<file path="src/rtl/word_to_number.sv">
// Sequential token-to-integer parser: one character per clock, hex (0x), binary (0b)
// or decimal with an optional leading '-', reporting BAD_DIGIT / OVERFLOW / EMPTY.
module word_to_number #(
    parameter int  WIDTH      = 32,
    parameter int  DATA       = 32,
    localparam int WIDTH_BITS = $clog2(WIDTH) + 1
) (
    input  logic                   i_clk,
    input  logic                   i_rst_n,
    input  logic                   i_start,
    input  logic [WIDTH-1:0][7:0]  i_word,
    input  logic [WIDTH_BITS-1:0]  i_len,
    output logic                   o_busy,
    output logic                   o_valid,
    output logic [DATA-1:0]        o_data,
    output logic                   o_err,
    output logic [1:0]             o_err_code
);

    localparam int IDX_W = (WIDTH > 1) ? $clog2(WIDTH) : 1;

    localparam logic [1:0] RADIX_DEC = 2'd0;
    localparam logic [1:0] RADIX_HEX = 2'd1;
    localparam logic [1:0] RADIX_BIN = 2'd2;

    localparam logic [1:0] ERR_OK    = 2'd0;
    localparam logic [1:0] ERR_DIGIT = 2'd1;
    localparam logic [1:0] ERR_OVF   = 2'd2;
    localparam logic [1:0] ERR_EMPTY = 2'd3;

    typedef enum logic [2:0] {
        S_IDLE   = 3'd0,
        S_SIGN   = 3'd1,
        S_PREFIX = 3'd2,
        S_DIGITS = 3'd3,
        S_DONE   = 3'd4
    } state_t;

    // Digit value of an ASCII character; 31 marks "not a digit in any radix".
    function automatic logic [4:0] digit_val(input logic [7:0] c);
        logic [7:0] t;
        if (c >= 8'h30 && c <= 8'h39) begin
            t = c - 8'h30;
        end else if (c >= 8'h61 && c <= 8'h66) begin
            t = c - 8'h57;
        end else if (c >= 8'h41 && c <= 8'h46) begin
            t = c - 8'h37;
        end else begin
            t = 8'd31;
        end
        return t[4:0];
    endfunction

    state_t                state_q, state_d;
    logic [WIDTH_BITS-1:0] len_q, len_d;
    logic [WIDTH_BITS-1:0] idx_q, idx_d;
    logic [DATA-1:0]       acc_q, acc_d;
    logic                  neg_q, neg_d;
    logic [1:0]            radix_q, radix_d;
    logic [1:0]            code_q, code_d;
    logic                  busy_q, busy_d;
    logic                  valid_q, valid_d;
    logic [DATA-1:0]       data_q, data_d;
    logic                  err_q, err_d;
    logic [1:0]            err_code_q, err_code_d;

    logic [IDX_W-1:0]      sel0_s, sel1_s;
    logic [7:0]            ch_s, ch_nx_s;
    logic [4:0]            dv_s, lim_s;
    logic                  dv_ok_s;
    logic [DATA+3:0]       acc_x_s, prod_s, sum_s;
    logic [WIDTH_BITS-1:0] idx_inc_s, idx_inc2_s;
    logic [DATA-1:0]       result_s;

    // Character fetch, digit decode and the widened multiply-accumulate.
    always_comb begin
        sel0_s     = idx_q[IDX_W-1:0];
        sel1_s     = sel0_s + IDX_W'(1);
        ch_s       = i_word[sel0_s];
        ch_nx_s    = i_word[sel1_s];
        dv_s       = digit_val(ch_s);
        idx_inc_s  = idx_q + WIDTH_BITS'(1);
        idx_inc2_s = idx_q + WIDTH_BITS'(2);
        acc_x_s    = {4'b0000, acc_q};
        case (radix_q)
            RADIX_HEX: begin lim_s = 5'd16; prod_s = acc_x_s << 4;                    end
            RADIX_BIN: begin lim_s = 5'd2;  prod_s = acc_x_s << 1;                    end
            default:   begin lim_s = 5'd10; prod_s = (acc_x_s << 3) + (acc_x_s << 1); end
        endcase
        dv_ok_s  = (dv_s < lim_s);
        sum_s    = prod_s + {{(DATA-1){1'b0}}, dv_s};
        result_s = neg_q ? (~acc_q + {{(DATA-1){1'b0}}, 1'b1}) : acc_q;
    end

    // State and datapath registers with synchronous active-low reset.
    always_ff @(posedge i_clk) begin
        if (!i_rst_n) begin
            state_q    <= S_IDLE;
            len_q      <= '0;
            idx_q      <= '0;
            acc_q      <= '0;
            neg_q      <= 1'b0;
            radix_q    <= RADIX_DEC;
            code_q     <= ERR_OK;
            busy_q     <= 1'b0;
            valid_q    <= 1'b0;
            data_q     <= '0;
            err_q      <= 1'b0;
            err_code_q <= ERR_OK;
        end else begin
            state_q    <= state_d;
            len_q      <= len_d;
            idx_q      <= idx_d;
            acc_q      <= acc_d;
            neg_q      <= neg_d;
            radix_q    <= radix_d;
            code_q     <= code_d;
            busy_q     <= busy_d;
            valid_q    <= valid_d;
            data_q     <= data_d;
            err_q      <= err_d;
            err_code_q <= err_code_d;
        end
    end

    // Next-state and parse-progress logic.
    always_comb begin
        state_d = state_q;
        len_d   = len_q;
        idx_d   = idx_q;
        acc_d   = acc_q;
        neg_d   = neg_q;
        radix_d = radix_q;
        code_d  = code_q;
        case (state_q)
            S_IDLE: begin
                if (i_start) begin
                    len_d   = i_len;
                    idx_d   = '0;
                    acc_d   = '0;
                    neg_d   = 1'b0;
                    radix_d = RADIX_DEC;
                    if (i_len == {WIDTH_BITS{1'b0}} || i_len > WIDTH_BITS'(WIDTH)) begin
                        code_d  = ERR_EMPTY;
                        state_d = S_DONE;
                    end else begin
                        code_d  = ERR_OK;
                        state_d = S_SIGN;
                    end
                end else begin
                    state_d = S_IDLE;
                end
            end
            S_SIGN: begin
                if (ch_s == 8'h2D) begin
                    neg_d = 1'b1;
                    idx_d = idx_inc_s;
                    if (len_q == WIDTH_BITS'(1)) begin
                        code_d  = ERR_EMPTY;
                        state_d = S_DONE;
                    end else begin
                        state_d = S_PREFIX;
                    end
                end else begin
                    state_d = S_PREFIX;
                end
            end
            S_PREFIX: begin
                // A prefix needs both its characters inside the token.
                if (ch_s == 8'h30 && idx_inc_s < len_q &&
                    (ch_nx_s == 8'h78 || ch_nx_s == 8'h58 || ch_nx_s == 8'h62 || ch_nx_s == 8'h42)) begin
                    radix_d = (ch_nx_s == 8'h78 || ch_nx_s == 8'h58) ? RADIX_HEX : RADIX_BIN;
                    idx_d   = idx_inc2_s;
                    if (idx_inc2_s == len_q) begin
                        code_d  = ERR_EMPTY;
                        state_d = S_DONE;
                    end else begin
                        state_d = S_DIGITS;
                    end
                end else begin
                    radix_d = RADIX_DEC;
                    state_d = S_DIGITS;
                end
            end
            S_DIGITS: begin
                if (!dv_ok_s) begin
                    code_d  = ERR_DIGIT;
                    state_d = S_DONE;
                end else if (sum_s[DATA+3:DATA] != 4'b0000) begin
                    code_d  = ERR_OVF;
                    state_d = S_DONE;
                end else begin
                    acc_d = sum_s[DATA-1:0];
                    idx_d = idx_inc_s;
                    if (idx_inc_s == len_q) begin
                        state_d = S_DONE;
                    end else begin
                        state_d = S_DIGITS;
                    end
                end
            end
            S_DONE: begin
                state_d = S_IDLE;
            end
            default: begin
                state_d = S_IDLE;
            end
        endcase
    end

    // Registered outputs: busy tracks the next state, results land as DONE retires.
    always_comb begin
        busy_d     = (state_d == S_SIGN) || (state_d == S_PREFIX) || (state_d == S_DIGITS);
        valid_d    = (state_q == S_DONE);
        data_d     = data_q;
        err_d      = err_q;
        err_code_d = err_code_q;
        if (state_q == S_DONE) begin
            err_code_d = code_q;
            err_d      = (code_q != ERR_OK);
            data_d     = (code_q == ERR_OK) ? result_s : {DATA{1'b0}};
        end else begin
            data_d     = data_q;
        end
    end

    assign o_busy     = busy_q;
    assign o_valid    = valid_q;
    assign o_data     = data_q;
    assign o_err      = err_q;
    assign o_err_code = err_code_q;

endmodule

</file>
<file path="config.mk">
export PLATFORM = sky130hd
export DESIGN_NAME = word_to_number
export DESIGN_NICKNAME = d
export VERILOG_FILES = /design/src/rtl/word_to_number.sv
export SDC_FILE = /design/constraint.sdc
export NUM_CORES = 1
export LEC_CHECK = 0
export ABC_AREA = 1
export BUFFER_PORTS_ARGS = -buffer_cell sky130_fd_sc_hd__buf_2
export CORE_MARGIN = 3
export CORE_UTILIZATION = 50
export DETAILED_ROUTE_END_ITERATION = 6
export GPL_ROUTABILITY_DRIVEN = 0
export HOLD_SLACK_MARGIN = 0.12
export PLACE_DENSITY = 0.74
export SYNTH_ARGS = -nofsm -noshare
export SYNTH_HDL_FRONTEND = slang
export SYNTH_SLANG_ARGS = --single-unit
</file>
<file path="constraint.sdc">
create_clock -name i_clk -period 5.3 [get_ports i_clk]
set_clock_uncertainty 0.15 [all_clocks]
set_input_delay 0.265 -clock i_clk [delete_from_list [all_inputs] [get_ports i_clk]]
set_output_delay 0.265 -clock i_clk [all_outputs]
set_load 0.03 [all_outputs]
</file>
# Word-level counts from Yosys, hierarchy flattened
# Cells that the tools add are included.
# word_totals
register_bits,89
in_bits,265
out_inout_bits,37
elab_cells,132
# op_classes
add_sub_neg,9
n_lt_le_gt_ge,11
eq_ne,26
mux,47
bitwise,1
n_reduce_logical,26
# op_table
operator,count
2-to-1 mux 32 bit,5
binary-select mux 8 bit (select 5 bit),2
one-hot mux 36 bit (2 select lines),1
one-hot mux 32 bit (2 select lines),1
adder 35 x 33 -> 36 bit,1
adder 36 x 5 -> 36 bit,1
"adder 32 x 1 -> 32 bit, second input constant",1
"== test 8 x 7 -> 1 bit, second input constant",4
NOT 32 bit,1
2-to-1 mux 6 bit,5
2-to-1 mux 3 bit,9
one-hot mux 6 bit (4 select lines),1
2-to-1 mux 2 bit,11
"== test 8 x 6 -> 1 bit, second input constant",2
">= comparator 8 x 7 -> 1 bit, second input constant",2
"less-or-equal comparator 8 x 7 -> 1 bit, second input constant",2
2-to-1 mux 8 bit,2
2-to-1 mux 5 bit,3
"subtractor 5 bit, second input constant",3
"inequality test 2 bit, second input constant",7
"== test 3 x 2 -> 1 bit, second input constant",4
== test 6 bit,2
"less-than comparator 5 x 6 -> 1 bit, second input constant",2
one-hot mux 3 bit (4 select lines),1
other kinds (31),47

# Longest topological paths before layout
# depth
word_depth,15
ltp_mapped,43
depth_no_buf,40

# Worst setup path after synthesis
# OpenSTA, ideal clock, no wires.
# synth_path
path_kind,register to register
from,register idx_q[0]
to,register acc_q[27]
setup_ns,0.118
t_arrival_ns,4.417
required_ns,5.032
path_slack_ns,0.615
path_stages_with_launch,41
n_path_buf,4
path_cell_list,dfxtp_1 > inv_2 > buf_4 > buf_2 > buf_6 > a21oi_1 > o21ai_0 > nand3_1 > nand3_1 > nand2_1 > nand2_1 > ha_1 > a21oi_1 > nand2_1 > nand2_1 > nand3b_1 > nand2_1 > nand2_1 > [... 5 more ...] > nand3_4 > nor3_4 > nand3_4 > nor2_8 > nand2_4 > nor2_4 > nand2_1 > nand2_1 > nand2_1 > nor2_2 > nand2_2 > inv_4 > nand2_8 > nand2_8 > buf_6 > nand2_1 > nand2_1 > a21oi_2
# synth_between
elab_chain_len,11
word_cells_on_any_way,26
classes_between,add/sub: 4; order compare: 7; eq/ne: 2; mux: 8; reduce/logical: 5
# synth_lines
item,line_no,text
"start, declared",56,"logic [WIDTH_BITS-1:0] idx_q, idx_d;"
"start signal, assigned",113,idx_q <= idx_d;
binary-select mux 8 bit (select 5 bit) *,79,ch_s = i_word[sel0_s];
2-to-1 mux 8 bit (implied by the code) *,79,
>= comparator 8 x 7 -> 1 bit or less-or-equal comparator 8 x 7 -> 1 bit (tied branches),46,end else if (c >= 8'h41 && c <= 8'h46) begin
logical AND 1 bit,46,
2-to-1 mux 5 bit,46,
2-to-1 mux 5 bit,44,end else if (c >= 8'h61 && c <= 8'h66) begin
2-to-1 mux 5 bit *,42,if (c >= 8'h30 && c <= 8'h39) begin
adder 36 x 5 -> 36 bit,91,"sum_s = prod_s + {{(DATA-1){1'b0}}, dv_s};"
nonzero test 4 bit or 2-to-1 mux 32 bit (tied branches),189,end else if (sum_s[DATA+3:DATA] != 4'b0000) begin
inequality test 2 bit (no line) or 2-to-1 mux 32 bit (tied branches),n/a,
AND reduction 4 bit (no line) or one-hot mux 32 bit (2 select lines) (tied branches),n/a,
"end signal, assigned",101,acc_q <= '0;
"end signal, assigned",114,acc_q <= acc_d;
"end, declared",57,"logic [DATA-1:0] acc_q, acc_d;"
# Mark *: on every way between the ends. The rest lies on a longest branch, timed or not. The select of a mux whose other input is x is not followed.
# A chain may end at the register's enable or synchronous reset.

# Final worst setup path
# layout_path
from,register idx_q[0]
to,register acc_q[8]
# Same word-level chain as after synthesis.

==> metrics.csv <==
metric,value,unit
status,"complete, but fails checks",
violated checks,DRC,
asr flop ratio synth,0,
sequential area share after synthesis,0.129,
total die area,29600,um2
Syn-to-layout area delta,20.3,%
share of cells above drive strength 1,0.186,
max incr delay on CP,0.38,ns
vias,18900,
first-pass GRT wire length,84800,um
global-route usage over all layers,0.354,
sequential fraction of design power,0.138,
Final WS setup,0.203,ns
Top Ports,302,
DRT Pass-1 Iters,7,
PwrDens,543,nW/um2
GRT overflow,0,
worst reg-to-reg path cell count,36,
clock sinks,89,
Max clock buf depth,2,
relative slew slack,0.392,
Final Slew Violations,0,
later-pin clock latency in the skew report,0.35,ns
number of global-route vias before repair,16900,
Site Rows,60,
Int Pwr,0.00360,W
CP Max Fanout,41,
Starting Density,0.511,
clock-pin slew on the worst setup and hold paths,0.08,ns
Worst setup EP type,flip-flop,
Worst-Margin Slew,0.908,ns
Avg Vias per Cell,5.92,
maxcap violations,0,
port buffer count,301,
die width,172,um
Switching Share,0.600,
yosys synthesis warning count,0,
DRT Wirelength,57200,um
clock buffer count from CTS,9,
Final ANT Viol Nets,0,
clock power share,0.074,
Crit path max-delay family,simple AND/OR/NAND/NOR gates,
Lkg Pwr,8.40,nW
critical path depth,36,
CP arrival,5.24,ns
reg-to-reg startpoint,idx_q[0]$_SDFFE_PN0P_,
crit path from,idx_q[0]$_SDFFE_PN0P_,
Most common cell on crit path,nand2_1,
worst path bufs/invs,6,
Root Buffer,clkbuf_16,
DRC,18,
Critical R2R Capture,acc_q[8]$_SDFFE_PN0P_,
1st-iter DRT viols,2209,
Critical Setup Path Class,flip-flop to flip-flop,
initial antenna violation count,13,
startpoint types,flip-flop,
number of synthesized flops with an enable pin,0,
final core utilization,0.614,
Final min period,5.10,ns
Syn Area/Cell,5.38,um2
"Net Count, Synth",2881,
FF-to-FF setup slack,0.20,ns
NetSw,0.00541,W
power share of the combinational group,0.788,
Fin. Hold Viols,0,
largest net degree at the start of global routing,70,
"worst slack, placed",0.0836,ns
drt wl/cell,17.9,um
min-delay worst type,input port to flip-flop,
placed wire-length estimate,43200,um
Yosys reg bits,89,
CTS tree,done,
Critical Path End,acc_q[8]$_SDFFE_PN0P_,
Syn Std Cell Area,13800,um2
"Distinct cells, synth",60,
die height,172,um
VDD IR max,229,uV
Max Fclk,0.196,GHz
Mapped Cells,2563,
H-tree Lvls,3,
Tcrit/Tclk final,0.962,
"Top FF cell, synth",dfxtp_1,
core area,27000,um2
"Slowest-stage cell, CP",ha_1,
"Req. time, crit path",5.44,ns
# setup viols final,0,
NumNets Final,3155,
## tightest hold or removal path: stages
cell	delay (ns)
buf_2	0.09
o21ai_0	0.09
a21oi_1	0.13
## how the worst min path moves through the flow
stage	slack, ns	depth (start not counted)	endpoint	startpoint
after floorplan	0.25	2	len_q[0]$_SDFFE_PN0P_	i_len[0]
after global placement	0.30	2	o_data[26]$_SDFFE_PN0P_	o_data[26]$_SDFFE_PN0P_
after detailed placement	0.31	2	o_data[26]$_SDFFE_PN0P_	o_data[26]$_SDFFE_PN0P_
after CTS	0.12	3	len_q[1]$_SDFFE_PN0P_	i_len[1]
after global routing	0.14	3	len_q[1]$_SDFFE_PN0P_	i_len[1]
final	0.12	3	len_q[1]$_SDFFE_PN0P_	i_len[1]
## kinds of logic after synthesis
kind of cell / share of synthesized area
compound gates: 0.247
xor+xnor: 0.0126
fa+ha+maj: 0.0491
buf+inv: 0.153
flops: 0.129
simple gates: 0.409
## power by group through the flow
stage / clock network [W] / logic (W) / registers [W]
2_1_floorplan: 0 / 0.00477 / 0.00117
3_3_place_gp: 0 / 0.00623 / 0.00123
3_5_place_dp: 0 / 0.00634 / 0.00124
4_1_cts: 0.000668 / 0.00639 / 0.00122
5_1_grt: 0.000693 / 0.00780 / 0.00126
6_report: 0.000669 / 0.00710 / 0.00124
## registers in the layout (all words and copies together), names as in the netlist
register,flops
acc_q,32
o_data,32
idx_q,6
len_q,6
state_q,3
code_q,2
o_err_code,2
radix_q,2
neg_q,1
o_busy,1
o_err,1
o_valid,1
## synth_stat cells, types with 3 or more instances
library cell    n  area share
o221ai_1       24       0.015
nand3_2         5      0.0036
o2bb2ai_1       3      0.0019
nor2_1        273       0.074
a22oi_1         3      0.0016
o31ai_1         5      0.0027
inv_2          21      0.0057
a21oi_1       179       0.065
and2_1          6      0.0027
o21ai_2         7      0.0044
nand2_2        14      0.0063
buf_1           9      0.0024
o21ai_1        27      0.0098
clkinv_1        7      0.0019
buf_2          41       0.015
nand3_1       230       0.083
dfxtp_1        89        0.13
nand2_1       688        0.19
o22ai_1        13      0.0059
o21ai_0       227       0.082
clkbuf_1       43       0.012
xor2_1         16       0.010
o311ai_0        5      0.0032
buf_4          13      0.0071
nor3_1         17      0.0062
a21boi_0        7      0.0038
nor2_4          4      0.0033
o211ai_1       64       0.035
ha_1           51       0.046
inv_1         348       0.095
nand3b_1        5      0.0027
buf_6          17       0.014
or2_2          10      0.0045
a21oi_2        15      0.0095
nand4_1        28       0.013
nor2_2         15      0.0068
## final cells by class
class / count / area, um2
Inverter: 378 / 1440
Tap cell: 341 / 427
Fill cell: 2653 / 10400
Sequential cell: 89 / 1790
Timing Repair Buffer: 384 / 2570
Clock buffer: 9 / 225
Antenna cell: 10 / 25.0
Clock inverter: 7 / 76.3
Multi-Input combinational cell: 1975 / 10000
## metal layers
metal | vias to the layer above | global-route usage | part of all wire
met3 | 303 | 0.0540 | 0.099
met1 | 8414 | 0.426 | 0.37
met2 | 1227 | 0.602 | 0.46
met4 | 6 | 0.202 | 0.072
li1 | 8965 | - | -
met5 | - | 0 | 0.00059
## metrics by stage
stage	hold WS (ns)	setup TNS (ns)	instances	cell area [um2]	power, W
2_1_floorplan	0.250	0	2563	13800	0.00594
3_3_place_gp	0.304	0	3126	15500	0.00746
3_5_place_dp	0.305	0	3126	15500	0.00758
4_1_cts	0.122	0	3147	15900	0.00828
5_1_grt	0.144	-2.06	3193	16600	0.00976
6_report	0.116	0	3193	16600	0.00901
## layout by cell type, fill, tap and decap left out, types with 11 or more instances in the layout
cell,Yosys,final
nand2_1,688,678
inv_1,348,347
buf_2,41,301
nor2_1,273,273
nand3_1,230,226
o21ai_0,227,223
a21oi_1,179,178
dfxtp_1,89,86
o211ai_1,64,64
buf_4,13,51
ha_1,51,47
o21ai_1,27,29
nand4_1,28,28
o221ai_1,24,24
nand2_2,14,22
clkbuf_16,0,22
inv_2,21,20
xor2_1,16,16
a21oi_2,15,16
nor3_1,17,16
o22ai_1,13,13
nor2_2,15,11
## repair_timing
action,in CTS,in global routing
gates resized for setup,0,51
setup buffers,0,21
endpoints found under the hold margin,5,0
endpoints found under the setup margin,0,43
hold buffers,5,0
Power figures use the tool's default switching activity.
